### src/rtl/rr_stream_arbiter.sv
// rr_stream_arbiter: round-robin merge of CH_NUM valid/ready streams into a
// single registered output beat (data plus source channel index).
// Optional packet lock: define RR_STREAM_ARBITER_PKT_LOCK_EN to add in_last /
// out_last and hold the grant on one channel until its last beat transfers.
module rr_stream_arbiter #(
  parameter int DWIDTH = 8,
  parameter int CH_NUM = 3
) (
  input  logic                           clk,
  input  logic                           rst,
  input  logic [CH_NUM-1:0][DWIDTH-1:0]  in_data,
  input  logic [CH_NUM-1:0]              in_valid,
`ifdef RR_STREAM_ARBITER_PKT_LOCK_EN
  input  logic [CH_NUM-1:0]              in_last,
`endif
  output logic [CH_NUM-1:0]              in_ready,
  output logic [DWIDTH-1:0]              out_data,
  output logic [$clog2(CH_NUM)-1:0]      out_addr,
  output logic                           out_valid,
`ifdef RR_STREAM_ARBITER_PKT_LOCK_EN
  output logic                           out_last,
`endif
  input  logic                           out_ready
);

  localparam int AW = $clog2(CH_NUM);
  localparam logic [AW:0]   CH_NUM_EXT = (AW+1)'(CH_NUM);
  localparam logic [AW-1:0] LAST_CH    = AW'(CH_NUM - 1);

  logic [DWIDTH-1:0] out_data_r;
  logic [AW-1:0]     out_addr_r;
  logic              out_valid_r;
  logic [AW-1:0]     last_grant_r;

  logic [AW-1:0]     scan_ptr_s;
  logic [AW:0]       scan_ext_s;
  logic [AW-1:0]     rr_grant_s;
  logic              rr_found_s;
  logic [AW-1:0]     sel_s;
  logic              sel_valid_s;
  logic              load_s;
  logic              xfer_s;
  logic [CH_NUM-1:0] in_ready_s;

  // Round-robin scan starting just after last_grant, wrapping modulo CH_NUM.
  always_comb begin
    rr_found_s = 1'b0;
    rr_grant_s = '0;
    scan_ptr_s = last_grant_r;
    scan_ext_s = '0;
    for (int i = 0; i < CH_NUM; i++) begin
      scan_ext_s = {1'b0, scan_ptr_s} + (AW+1)'(1);
      if (scan_ext_s == CH_NUM_EXT) begin
        scan_ptr_s = '0;
      end else begin
        scan_ptr_s = scan_ext_s[AW-1:0];
      end
      if (!rr_found_s && in_valid[scan_ptr_s]) begin
        rr_found_s = 1'b1;
        rr_grant_s = scan_ptr_s;
      end else begin
        rr_found_s = rr_found_s;
      end
    end
  end

`ifdef RR_STREAM_ARBITER_PKT_LOCK_EN
  typedef enum logic [0:0] {ST_ARB = 1'b0, ST_LOCK = 1'b1} state_t;
  state_t        state_r, state_s;
  logic [AW-1:0] lock_ch_r;
  logic          out_last_r;

  // Channel selection: free arbitration in ARB, frozen channel in LOCK.
  always_comb begin
    sel_s       = rr_grant_s;
    sel_valid_s = rr_found_s;
    case (state_r)
      ST_ARB: begin
        sel_s       = rr_grant_s;
        sel_valid_s = rr_found_s;
      end
      ST_LOCK: begin
        sel_s       = lock_ch_r;
        sel_valid_s = in_valid[lock_ch_r];
      end
      default: begin
        sel_s       = rr_grant_s;
        sel_valid_s = rr_found_s;
      end
    endcase
  end

  // Next state: enter LOCK on a non-last beat, leave it on the last beat.
  always_comb begin
    state_s = state_r;
    case (state_r)
      ST_ARB: begin
        if (xfer_s && !in_last[sel_s]) state_s = ST_LOCK;
        else                           state_s = ST_ARB;
      end
      ST_LOCK: begin
        if (xfer_s && in_last[sel_s]) state_s = ST_ARB;
        else                          state_s = ST_LOCK;
      end
      default: state_s = ST_ARB;
    endcase
  end

  // FSM state, locked channel and the last flag that travels with out_data.
  always_ff @(posedge clk or posedge rst) begin
    if (rst) begin
      state_r    <= ST_ARB;
      lock_ch_r  <= '0;
      out_last_r <= 1'b0;
    end else begin
      state_r <= state_s;
      if (xfer_s) begin
        lock_ch_r  <= sel_s;
        out_last_r <= in_last[sel_s];
      end else begin
        lock_ch_r  <= lock_ch_r;
        out_last_r <= out_last_r;
      end
    end
  end

  assign out_last = out_last_r;
`else
  // Without packet lock every beat is arbitrated independently.
  always_comb begin
    sel_s       = rr_grant_s;
    sel_valid_s = rr_found_s;
  end
`endif

  assign load_s = ~out_valid_r | out_ready;
  assign xfer_s = load_s & sel_valid_s;

  // Accept only the selected channel, and never while reset is asserted.
  always_comb begin
    in_ready_s = '0;
    if (!rst && xfer_s) begin
      in_ready_s[sel_s] = 1'b1;
    end else begin
      in_ready_s = '0;
    end
  end

  // Output register and priority pointer; refill in the same cycle as drain.
  always_ff @(posedge clk or posedge rst) begin
    if (rst) begin
      out_valid_r  <= 1'b0;
      out_data_r   <= '0;
      out_addr_r   <= '0;
      last_grant_r <= LAST_CH;
    end else if (xfer_s) begin
      out_valid_r  <= 1'b1;
      out_data_r   <= in_data[sel_s];
      out_addr_r   <= sel_s;
      last_grant_r <= sel_s;
    end else if (out_ready) begin
      out_valid_r  <= 1'b0;
    end else begin
      out_valid_r  <= out_valid_r;
    end
  end

  assign in_ready  = in_ready_s;
  assign out_data  = out_data_r;
  assign out_addr  = out_addr_r;
  assign out_valid = out_valid_r;

endmodule

### config.mk
export PLATFORM = sky130hd
export DESIGN_NAME = rr_stream_arbiter
export DESIGN_NICKNAME = d
export VERILOG_FILES = /design/src/rtl/rr_stream_arbiter.sv
export SDC_FILE = /design/constraint.sdc
export NUM_CORES = 1
export LEC_CHECK = 0
export ABC_AREA = 1
export BUFFER_PORTS_ARGS = -buffer_cell sky130_fd_sc_hd__buf_2
export CORE_UTILIZATION = 45
export CTS_CLUSTER_DIAMETER = 80
export DETAILED_ROUTE_END_ITERATION = 6
export PLACE_DENSITY = 0.79
export SLEW_MARGIN = 20
export SYNTH_ARGS = -nofsm -noshare
export SYNTH_HDL_FRONTEND = slang
export SYNTH_SLANG_ARGS = --single-unit
### constraint.sdc
create_clock -name clk -period 2.06 [get_ports clk]
set_input_delay 0.103 -clock clk [delete_from_list [all_inputs] [get_ports clk]]
set_output_delay 0.103 -clock clk [all_outputs]
set_load 0.02 [all_outputs]
==> results.py <==
metrics = {
    "route": {
        "firstDrtPassIters": 4,
        "drc": 0,
        "wl_mm": 2.41,
        "detail-route-antenna-nets": 0,
        "viasPerCell": 4.94,
        "vias": 1032,
        "drt_iter0_drc": 11,
        "drt-wirelength-per-cell_microns": 11.5,
    },
    "cts": {
        "clockRootBuffer": "clkbuf_4",
        "numCtsBuffers": 3,
        "cts_max_level": 1,
        "cts_max_path_buffers": 2,
        "cts_tree": "done",
        "clock_latency_ns": 0.28,
        "cts_sinks": 12,
        "clkTransAtPathRegs_ns": 0.08,
    },
    "worst_hold_path": {
        "hold_class": "primary input to flop",
    },
    "final_layout": {
        "area_growth_pct": 41.7,
        "postLayoutCellArea_sq_um": 1300,
        "fin_util_pct": 71.5,
        "drive_gt1_share_pct": 47.8,
        "nets": 215,
        "n_antenna_cell": 0,
    },
    "synth": {
        "ys_async_sr_fraction_pct": 100,
        "syn_avg_cell_area_sq_um": 7.35,
        "netlist_area_sq_um": 918,
        "synth_enable_flop_cells": 0,
        "ys_warn_count": 0,
        "synth_seq_cells": 12,
        "netlist_instances": 125,
        "yosysSeqAreaShare_pct": 32.8,
        "synth_area_leaders": "dfrtp_1 (30%), nand2_1 (15%), a21oi_1 (7.6%)",
        "yosys.area.top_type": "dfrtp_1",
        "syn_nets": 155,
        "synth_most_common_cell": "nand2_1",
        "synthTopCellsByCount": "nand2_1 (37), a21oi_1 (14), nand3_1 (12), dfrtp_1 (11), nor2_1 (11)",
        "ys.flop_type": "dfrtp_1",
        "ys_types": 26,
        "synth_top_area_share_pct": 30.0,
    },
    "die": {
        "die_h_microns": 47.2,
        "num_rows": 15,
        "die_w_microns": 47.2,
        "dieArea_sq_um": 2230,
        "ios": 44,
        "start_util_pct": 50.4,
        "coreArea_sq_um": 1820,
    },
    "setup_path": {
        "worst-endpoint-arrival_ns": 1.93,
        "critPathSlowestCell": "dfstp_2",
        "cp_max_fo": 4,
        "crit_type": "flop to output port",
        "worstPathCellList": "nor2_4 -> nand2_1 -> nand2_2 -> nor2_4 -> nand3b_1 -> nand2_2 -> inv_2 -> nand2_2 -> nor3_4 -> buf_6",
        "path_buf_inv": 2,
        "start_kind": "flop",
        "endpoint_kind": "output port",
        "crit_family": "simple AND/OR/NAND/NOR gates",
        "critPathMaxStageDelay_ns": 0.59,
        "crit_required_ns": 1.96,
        "cpMostUsedCell": "nand2_2",
    },
    "global_routing": {
        "grt_pass1_vias": 825,
        "track_usage_pct": 23.5,
        "antenna_found_initial": 0,
        "grt_pass1_wl_mm": 3.53,
        "grt_max_degree": 14,
        "grt-ovfl-total": 0,
    },
    "placed_design": {
        "port_buffers": 43,
        "pre_cts_ws_ns": 0.227,
        "hpwlAfterDp_mm": 1.75,
        "placed_cell_area_sq_um": 1150,
        "routabilityCongestion": 0.843,
    },
    "timing": {
        "fin_skew_ns": 0.00652,
        "fin_crit_sh_pct": 98.6,
        "hold_viol_final": 0,
        "grt_setup_unrepaired": "yes",
        "final.setup.tns_ns": 0,
        "worstMarginPinSlew_ns": 0.304,
        "setup-violations-final": 0,
        "period_needed_ns": 2.03,
        "relSlewSlack_pct": 79.8,
        "slew_violations": 0,
        "timing.fmax_ghz": 0.492,
        "setup_ws_ns": 0.0293,
    },
    "power_and_ir_drop": {
        "finalPower_mw": 2.02,
        "p_per_area_nw_per_um2": 1550,
        "ir_worst_vdd_v": 0.00104,
        "leakagePower_nw": 0.711,
    },
    "job": {
        "cap_viol_max_count": 0,
    },
    "run_status": {
        "status": "finished clean",
    },
}
==> path summary, 6_finish.rpt <==
check / start / to / slack [ns] / cells after the start
max reg2reg: last_grant_r[1] / out_data[4] / 0.19 / 12
min in group asynchronous: rst / out_data[6] / 0.35 / 4
max in group asynchronous: rst / last_grant_r[1] / 1.47 / 4
max: last_grant_r[1] / in_ready[0] / 0.03 / 10
min reg2reg: out_addr[1] / out_addr[1] / 0.48 / 2
min: in_data[20] / out_data[4] / 0.12 / 3
==> sequential cells by signal, indices dropped and copies added (netlist names) <==
name	cells
out_data	8
last_grant_r	1
out_addr	2
out_valid	1
==> stage by stage <==
step	hold WS, ns	cells
final	0.115	209
after global routing	0.120	209
after CTS	0.112	199
after detailed placement	0.101	192
after global placement	0.0974	192
after floorplan	-0.0248	125
==> cells in the final DEF (no fill, tap or decap), types with 2 or more instances in the layout <==
master    netlist  final
nor2_4          2      2
nor2_1         11     11
buf_2           0     41
inv_1           6      6
nand2_1        37     36
dfrtp_1        11     11
nand2_2         6      7
nand3_1        12     11
buf_4           1     17
a21oi_1        14     14
clkbuf_4        1      3
inv_2           4      4
a21oi_2         2      2
nand2_4         3      3
==> worst min-delay path, cell delays in order <==
cell,delay (ns)
buf_2,0.08
a21oi_1,0.05
a21oi_1,0.13
==> layout make-up <==
type	instances	area [sq um]
clock buffer	4	26.3
fill	165	519
inverter	11	42.5
multi-input combinational	97	546
sequential	12	302
tap	25	31.3
timing repair buffer	60	354
==> cell families (layout without fill, tap and decap cells) <==
group                  Yosys count  after routing  share of synthesized area, %
buffers and inverters           16             75                          9.81
AOI/OAI and AO/OA               19             19                          11.4
DFF                             12             12                          32.8
and+or+nand+nor                 78             78                          45.9
==> repair_timing <==
item / 4_1_cts / 5_1_grt
pin swaps: 1 / 6
cloned: 0 / 0
setup endpoints to repair: 3 / 3
endpoints found under the hold margin: 11 / 0
hold buffers: 1 / 0
gates resized for setup: 2 / 6
buffers inserted: 2 / 10
==> routing by layer <==
| layer | up-vias | GRT usage, % | routed length (microns) |
|---|---|---|---|
| met4 | 0 | 13.7 | 95 |
| met5 | - | 0 | 0 |
| met1 | 458 | 30.8 | 1050 |
| met2 | 41 | 36.7 | 1160 |
| li1 | 524 | - | - |
| met3 | 9 | 3.46 | 106 |
==> power by group <==
part	total (mW)	leakage (nW)	internal, mW	switching, mW
combinational	1.42	0.558	0.567	0.857
clock	0.155	0.0150	0.0753	0.0802
sequential	0.441	0.138	0.358	0.0825
Note: power is estimated with default switching activity, not from simulation.
